===== config.mk =====
export PLATFORM = sky130hd
export DESIGN_NAME = lab2_proc_int_mul_pipe
export DESIGN_NICKNAME = d
export VERILOG_FILES = /design/src/rtl/lab2_proc_int_mul_pipe.sv
export SDC_FILE = /design/constraint.sdc
export NUM_CORES = 2
export LEC_CHECK = 0
export BUFFER_PORTS_ARGS = -buffer_cell sky130_fd_sc_hd__buf_2
export CAP_MARGIN = 20
export CORE_UTILIZATION = 60
export DETAILED_ROUTE_END_ITERATION = 12
export PLACE_DENSITY = 0.8
export SLEW_MARGIN = 10
export SYNTH_ARGS = -nofsm -noshare
export SYNTH_HDL_FRONTEND = slang
export SYNTH_SLANG_ARGS = --single-unit

===== constraint.sdc =====
create_clock -name clk -period 4.3 [get_ports clk]
set_input_delay 0.86 -clock clk [delete_from_list [all_inputs] [get_ports clk]]
set_output_delay 0.86 -clock clk [all_outputs]
set_load 0.05 [all_outputs]

===== src/rtl/lab2_proc_int_mul_pipe.sv =====
//==============================================================================
// Module      : lab2_proc_int_mul_pipe
// Description : Fully pipelined integer multiplier with val/rdy streams on both
//               sides. Supports the four RISC-V M-extension multiply modes
//               (mul, mulh, mulhsu, mulhu). Accepts one operation per cycle,
//               returns results in acceptance order and reports the number of
//               occupied pipeline stages.
//
// Ports       : clk              - clock, all state updates on rising edge
//               reset            - asynchronous reset, active low
//               istream_val/rdy  - request handshake
//               istream_msg_a    - operand a (rs1), p_width bits
//               istream_msg_b    - operand b (rs2), p_width bits
//               istream_msg_mode - 00 mul, 01 mulh, 10 mulhsu, 11 mulhu
//               ostream_val/rdy  - result handshake
//               ostream_msg      - result, p_width bits
//               occupancy        - count of valid pipeline stages
//
// Revision    : 1.0 - initial release
//==============================================================================
`default_nettype none

module lab2_proc_int_mul_pipe #(
    parameter int p_width  = 32,
    parameter int p_stages = 4
) (
    input  logic                            clk,
    input  logic                            reset,
    input  logic                            istream_val,
    output logic                            istream_rdy,
    input  logic [p_width-1:0]              istream_msg_a,
    input  logic [p_width-1:0]              istream_msg_b,
    input  logic [1:0]                      istream_msg_mode,
    output logic                            ostream_val,
    input  logic                            ostream_rdy,
    output logic [p_width-1:0]              ostream_msg,
    output logic [$clog2(p_stages+1)-1:0]   occupancy
);

    localparam int         c_occ_w       = $clog2(p_stages + 1);
    localparam int         c_last        = p_stages - 1;
    localparam int         c_prod_w      = 2 * p_width;
    localparam logic [1:0] c_mode_mul    = 2'b00;
    localparam logic [1:0] c_mode_mulh   = 2'b01;
    localparam logic [1:0] c_mode_mulhsu = 2'b10;

    //--------------------------------------------------------------------------
    // Product of the extended operands. Extending both operands to 2*p_width
    // bits and keeping the low 2*p_width bits of their product yields the exact
    // double-width result for every signedness combination.
    //--------------------------------------------------------------------------
    logic                w_a_signed;
    logic                w_b_signed;
    logic [c_prod_w-1:0] w_a_ext;
    logic [c_prod_w-1:0] w_b_ext;
    logic [c_prod_w-1:0] w_product;

    always_comb begin
        w_a_signed = (istream_msg_mode == c_mode_mulh) ||
                     (istream_msg_mode == c_mode_mulhsu);
        w_b_signed = (istream_msg_mode == c_mode_mulh);
        w_a_ext    = {{p_width{w_a_signed & istream_msg_a[p_width-1]}}, istream_msg_a};
        w_b_ext    = {{p_width{w_b_signed & istream_msg_b[p_width-1]}}, istream_msg_b};
        w_product  = w_a_ext * w_b_ext;
    end

    //--------------------------------------------------------------------------
    // Valid bits, load enables and occupancy.
    // w_load[k] : stage k captures its predecessor this cycle.
    // w_val_in[k]: valid bit offered to stage k by its predecessor.
    // The load chain is evaluated from the output side backwards so a stall
    // only propagates up to the first empty stage (bubbles collapse).
    //--------------------------------------------------------------------------
    logic [p_stages-1:0] r_val;
    logic [p_stages-1:0] w_load;
    logic [p_stages-1:0] w_val_in;
    logic [p_stages-1:0] w_val_next;
    logic [c_occ_w-1:0]  w_cnt;
    logic [c_occ_w-1:0]  r_occ;

    always_comb begin
        w_load         = '0;
        w_val_in       = '0;
        w_load[c_last] = !r_val[c_last] || ostream_rdy;
        for (int k = c_last - 1; k >= 0; k--) begin
            w_load[k] = !r_val[k] || w_load[k+1];
        end
        w_val_in[0] = istream_val;
        for (int k = 1; k < p_stages; k++) begin
            w_val_in[k] = r_val[k-1];
        end
        w_val_next = r_val;
        w_cnt      = '0;
        for (int k = 0; k < p_stages; k++) begin
            if (w_load[k]) begin
                w_val_next[k] = w_val_in[k];
            end
            w_cnt = w_cnt + c_occ_w'(w_val_next[k]);
        end
    end

    always_ff @(posedge clk or negedge reset) begin
        if (!reset) begin
            r_val <= '0;
            r_occ <= '0;
        end else begin
            r_val <= w_val_next;
            r_occ <= w_cnt;
        end
    end

    //--------------------------------------------------------------------------
    // Data path. Intermediate stages carry the full product and the mode; the
    // half selection happens when the final stage loads, so the output is
    // driven straight from a register.
    //--------------------------------------------------------------------------
    logic [c_prod_w-1:0] w_in_prod [p_stages];
    logic [1:0]          w_in_mode [p_stages];

    assign w_in_prod[0] = w_product;
    assign w_in_mode[0] = istream_msg_mode;

    generate
        for (genvar k = 0; k < c_last; k++) begin : g_mid_stage
            logic [c_prod_w-1:0] r_prod;
            logic [1:0]          r_mode;

            // Data only moves with a valid entry, leaving empty stages quiet.
            always_ff @(posedge clk or negedge reset) begin
                if (!reset) begin
                    r_prod <= '0;
                    r_mode <= '0;
                end else if (w_load[k] && w_val_in[k]) begin
                    r_prod <= w_in_prod[k];
                    r_mode <= w_in_mode[k];
                end
            end

            assign w_in_prod[k+1] = r_prod;
            assign w_in_mode[k+1] = r_mode;
        end
    endgenerate

    logic [p_width-1:0] w_result;
    logic [p_width-1:0] r_msg;

    always_comb begin
        if (w_in_mode[c_last] == c_mode_mul) begin
            w_result = w_in_prod[c_last][p_width-1:0];
        end else begin
            w_result = w_in_prod[c_last][c_prod_w-1:p_width];
        end
    end

    // Holds its last value while the stage is empty.
    always_ff @(posedge clk or negedge reset) begin
        if (!reset) begin
            r_msg <= '0;
        end else if (w_load[c_last] && w_val_in[c_last]) begin
            r_msg <= w_result;
        end
    end

    assign istream_rdy = w_load[0];
    assign ostream_val = r_val[c_last];
    assign ostream_msg = r_msg;
    assign occupancy   = r_occ;

endmodule

`default_nettype wire


; Yosys cells after proc, flatten, opt, wreduce, memory -nomap -nowiden
; Index checks and enable logic that the tools add are counted.
[totals]
ff_bits = 237
inputBits = 70
out_inout_bits = 37
elab_cells = 36
[op_classes]
addsub = 3
mul = 1
n_eq_ne = 2
muxes = 5
bitwise = 2
reduce_logical = 14
[op_table]
columns = operator, count
row1 = multiplier 33 x 33 -> 64 bit, 1
row2 = two-way mux 32 bit, 1
row3 = logical OR 1 bit, 5
row4 = logical AND 1 bit, 4
row5 = zero test 1 bit, 4
row6 = two-way mux 1 bit, 4
row7 = adder 2 x 1 -> 3 bit, 1
row8 = adder 3 x 1 -> 3 bit, 1
row9 = adder 1 x 1 -> 2 bit, 1
row10 = AND 1 bit, 2
row11 = "equality test 2 x 1 -> 1 bit, second input constant", 1
row12 = "equality test 2 bit, second input constant", 1
row13 = zero test 2 bit, 1

; Longest topological paths before layout
[logic_depth]
depth_word = 9
ltp_mapped = 31

; Worst setup path after synthesis
; No wires, ideal clock.
[synth_path]
path_type = input -> register
startpoint = in istream_msg_mode[1]
endpoint = reg g_mid_stage[0].r_prod[60]
setup_time_ps = 126
arrival_time_ps = 8741
path_slack_ps = -4567
stages = 27
cell_sequence = inv_1 > ha_1 > nor2b_1 > clkbuf_1 > nand2_1 > inv_1 > fa_1 > fa_1 > fa_1 > inv_1 > fa_1 > inv_1 > fa_1 > fa_1 > inv_1 > fa_1 > inv_1 > fa_1 > ha_1 > and3_1 > and3_1 > and3_1 > a32o_1 > a2111o_1 > nand3_2 > o21ai_1 > a221o_1
[synth_via]
elab_chain_len = 4
word_cells_on_any_way = 6
cone_classes = mul (1) / eq/ne (2) / bitwise (2) / reduce/logical (1)
[synth_rtl]
columns = item, line
row1 = start: declaration, 33  ; input logic [1:0] istream_msg_mode,
row2 = equality test 2 x 1 -> 1 bit / equality test 2 bit (equally long branches), "59, 61, 60"
row3 = logical OR 1 bit, 59  ; w_a_signed = (istream_msg_mode == c_mode_mulh) ||
row4 = AND 1 bit, 62  ; w_a_ext = {{p_width{w_a_signed & istream_msg_a[p_width-1]}}, istream_msg_a};
row5 = multiplier 33 x 33 -> 64 bit (*), 64  ; w_product = w_a_ext * w_b_ext;
row6 = end signal: assignment, 134  ; r_prod <= w_in_prod[k];
row7 = end: declaration, 125  ; logic [c_prod_w-1:0] r_prod;
; Every way passes the cells marked *; elsewhere a longest branch is shown, timed or not.
; A chain may end at the register's enable or synchronous reset.

; Final worst setup path
[layout_path]
startpoint = in istream_msg_b[4]
endpoint = reg g_mid_stage[0].r_prod[63]
[layout_via]
elab_chain_len = 1
[layout_rtl]
columns = item, line
row1 = start: declaration, 32  ; input logic [p_width-1:0] istream_msg_b,
row2 = multiplier 33 x 33 -> 64 bit, 64
; Every way passes these cells.

==> results.txt <==
* Data arrival time of the critical path: roughly 8.7 ns
- After detailed routing, the number of vias per cell comes to between 6 and 7.
* Ratio of final minimum period to clock period: 1.93
- Dominant cell type by area after synthesis: fa_1
- Once detailed placement completed, the half-perimeter wirelength came to 109,000 um.
- After floorplanning, the core was divided into just over 100 placement rows.
- Number of buffers inserted by hold repair at cts: 0
- Routability-driven placement finished with a final weighted congestion of ~0.97.
- The flow ran to the end, but the final reports show violations.
* Flip-flop and latch count after synthesis: between 200 and 250
- Total clock buffers created by CTS: 22
- The finished cells cover 58,100 um^2.
* Post-synthesis async set-or-reset flop share: 1.00
- The number of endpoints with negative hold slack in the final report is 0.
* Count of unique library cells instantiated by Yosys: 66
* Max-slew violation count: 0
- After routing, the total negative slack on setup checks comes to -189.82 ns.
* Synth Cell Area: 47,100 um^2
- Post-synth EDFFs: 0
* Wire length per cell after detailed routing: 25.9 um
- Data on the critical path is required at its endpoint by ~4.7 ns.
* Maximum fanout along the worst path: 8
- Between clock sinks in the finished design, the worst skew comes to between 0.015 and 0.02 ns.
* Synthesized instance count: slightly below 5,000
- The worst pin sits at a relative slew slack of 0.355.
* Unrepaired setup endpoints after global routing: true
* Iteration count of the initial detailed-routing pass: 12
* Setup slack after layout: -4.00 ns
- For the worst-skew pair, the clock arrives at the later sink with an insertion delay of between 0.5 and 0.6 ns.
* Number of DRC markers in iteration 0: around 4,300
- Summing all placed instances gives a cell area of about 53,000 um^2.
- Yosys top cell area share: 0.479
- Total Routed Length: roughly 170,000 um
- STA classifies the critical path startpoint as an input pin.
- Root Buffer Master: clkbuf_16
- Vias after detailed routing: 39,900
- Die H: 282 um
* Floorplan Core Area: 77,600 um^2
- Area of the die: 79,600 um^2
- After detailed routing, the number of remaining DRC violations is 4.
* Mean instance size in the synthesized netlist: between 9 and 10 um^2
- Count of max-cap constraint violations: 0
* Cells taking the most area after synthesis: fa_1, dfrtp_1, inv_1, nand2_1, ha_1
- Most frequently used flop master after synthesis: dfrtp_1
- Path type of the worst min-delay path: in -> async
* Number of antenna violations at the first check in global routing: 13
* Clock-pin transition on the worst setup and hold timing paths: around 0.06 ns
- In this run the count of I/O pins placed on the die edge is roughly 110.
- Buffers from clock root to sink, at most: 3
* Via count of the first global-routing pass: 42,700
- Of the cells placed in the final design, the portion with a size suffix greater than 1 is 0.258.
* First-pass GRT wire length: about 230,000 um
- Area growth, synth to finish: 23.3%
- Buffers on Ports: ~110
* Antenna-violating nets left: 0
* Slew @ Worst Pin: about 0.97 ns
- In the final design database the tool counted slightly below 7,000 nets.
* Highest clock frequency the design can meet: 0.120 GHz
- Width of the die: between 200 and 300 um
- Total overflow reported by the global router: 0
* Fraction of the yosys area taken by sequential cells: 0.126
- Yosys synthesis warning count: 0
* CP Capture Type: flip-flop
- Clock sink count: about 240
- The final reports fail on DRC, setup timing.
* Maximum number of pins on one net before global-route repair: 122
- CTS built an H-tree with a depth of 1.
* Clock period minus final worst setup slack: between 8 and 9 ns
* Effective utilization at floorplan: 0.607
- Category of the most critical setup path: in -> reg
- Clock tree from TritonCTS: done
* Total of endpoints with negative setup slack in the final report: 57
* Total global-route track usage: 0.388
- Mapped Nets: 6,344
==> metrics by stage <==
stage	worst slack (ns)	utilization	std cells	hold slack [ns]
6_report	-4.00	0.748	6524	0.434
5_1_grt	-4.00	0.748	6520	0.503
4_1_cts	-3.58	0.734	6491	0.472
3_5_place_dp	-4.33	0.687	6351	0.453
3_3_place_gp	-4.19	0.687	6351	0.457
2_1_floorplan	-3.96	-	4933	0.435
==> layout by cell type, fill, tap and decap left out, types with 27 or more instances in the layout <==
master   instances
inv_1         1112
fa_1          1074
nand2_1        860
buf_4          485
and2_1         251
dfrtp_1        237
ha_1           137
mux2_2         133
buf_6          113
ha_4            78
nor2_1          74
inv_2           70
buf_12          68
a21oi_1         67
buf_2           60
fa_2            52
and2_4          40
mux2i_1         33
nand2_2         30
o21ai_1         30
buf_8           28
a21o_1          27
==> kinds of logic after synthesis <==
logic type | synth area share
buffers and inverters | 0.116
flip-flops | 0.126
AO/OA/AOI/OAI | 0.0419
adder cells (fa/ha/maj) | 0.536
multiplexers | 0.0393
AND/OR/NAND/NOR | 0.130
XOR/XNOR | 0.0112
==> worst max-delay path: stages <==
cell and delay, ns:
buf_8 0.14, buf_12 0.14, buf_6 0.13, buf_8 0.14, nand2_1 0.23, fa_1 0.76
fa_2 0.67, inv_2 0.05, fa_1 0.78, fa_2 0.57, fa_2 0.61, ha_4 0.21
fa_2 0.56, fa_2 0.47, ha_4 0.21, nor2_1 0.20, o211a_1 0.26, nor3_4 0.09
o211ai_1 0.31, nand3_2 0.21, o2111ai_4 0.33, a211oi_2 0.16, or3_1 0.36, a32o_1 0.23
==> area by class of cell <==
cell class                 instances  area (um^2)
clock buffer                      33          632
sequential                       237         5930
inverter                        1189         4490
multi-input combinational       3252        38400
clock inverter                     5         86.3
fill                            4444        19500
tap                             1040         1300
timing repair buffer             760         7170
antenna                            8         20.0
==> Yosys cell counts, types with 4 or more instances <==
| cell | instances |
|---|---|
| a211o_1 | 4 |
| a211oi_1 | 7 |
| a21boi_0 | 4 |
| a21o_1 | 28 |
| a21oi_1 | 103 |
| a221o_1 | 6 |
| a31oi_1 | 4 |
| and2_1 | 288 |
| and3_1 | 17 |
| and4_1 | 5 |
| clkbuf_1 | 249 |
| dfrtp_1 | 237 |
| fa_1 | 1126 |
| ha_1 | 215 |
| inv_1 | 1189 |
| mux2_2 | 134 |
| mux2i_1 | 34 |
| nand2_1 | 901 |
| nand2b_1 | 8 |
| nand3_1 | 13 |
| nand4_1 | 9 |
| nor2_1 | 88 |
| nor2b_1 | 4 |
| nor3_1 | 12 |
| o211ai_1 | 11 |
| o21a_1 | 11 |
| o21ai_0 | 69 |
| o21ai_1 | 4 |
| o21bai_1 | 16 |
| o31ai_1 | 13 |
| or2_2 | 8 |
| or3_1 | 5 |
| xnor2_1 | 42 |
| xor2_1 | 18 |
==> path summary, 6_finish.rpt <==
check                                                     start                                    end  slack [ns]  cells after the start
max                                            istream_msg_b[4]  g_mid_stage[0].r_prod[63]$_DFFE_PN0P_       -4.00                     24
min                                                       reset                 occupancy[2]$_DFF_PN0_        0.43                      1
max reg2reg                                  r_val[3]$_DFF_PN0_  g_mid_stage[0].r_prod[24]$_DFFE_PN0P_        1.77                      7
min reg2reg                g_mid_stage[0].r_prod[0]$_DFFE_PN0P_   g_mid_stage[0].r_prod[0]$_DFFE_PN0P_        0.47                      2
max in group asynchronous                                 reset  g_mid_stage[1].r_prod[57]$_DFFE_PN0P_        2.82                      2
min in group clk           g_mid_stage[0].r_prod[0]$_DFFE_PN0P_   g_mid_stage[0].r_prod[0]$_DFFE_PN0P_        0.47                      2
==> timing repair <==
item	in CTS	in global routing
cloned	5	0
resized for setup	494	204
buffers inserted	105	35
setup endpoints to repair	58	58
pin swaps	298	141
==> per-layer routing <==
layer,track usage,part of all wire
met1,0.449,0.31
met2,0.636,0.45
met3,0.116,0.14
met4,0.241,0.097
met5,0,0.0029
==> registers in the layout, indices dropped and copies added (netlist names) <==
| register | count |
|---|---|
| g_mid_stage.r_mode | 6 |
| g_mid_stage.r_prod | 192 |
| occupancy | 3 |
| ostream_msg | 32 |
| r_val | 4 |
Power is left out: the tool's default activity adds up to more than one toggle a clock period on the data nets, which glitch-free logic cannot reach.
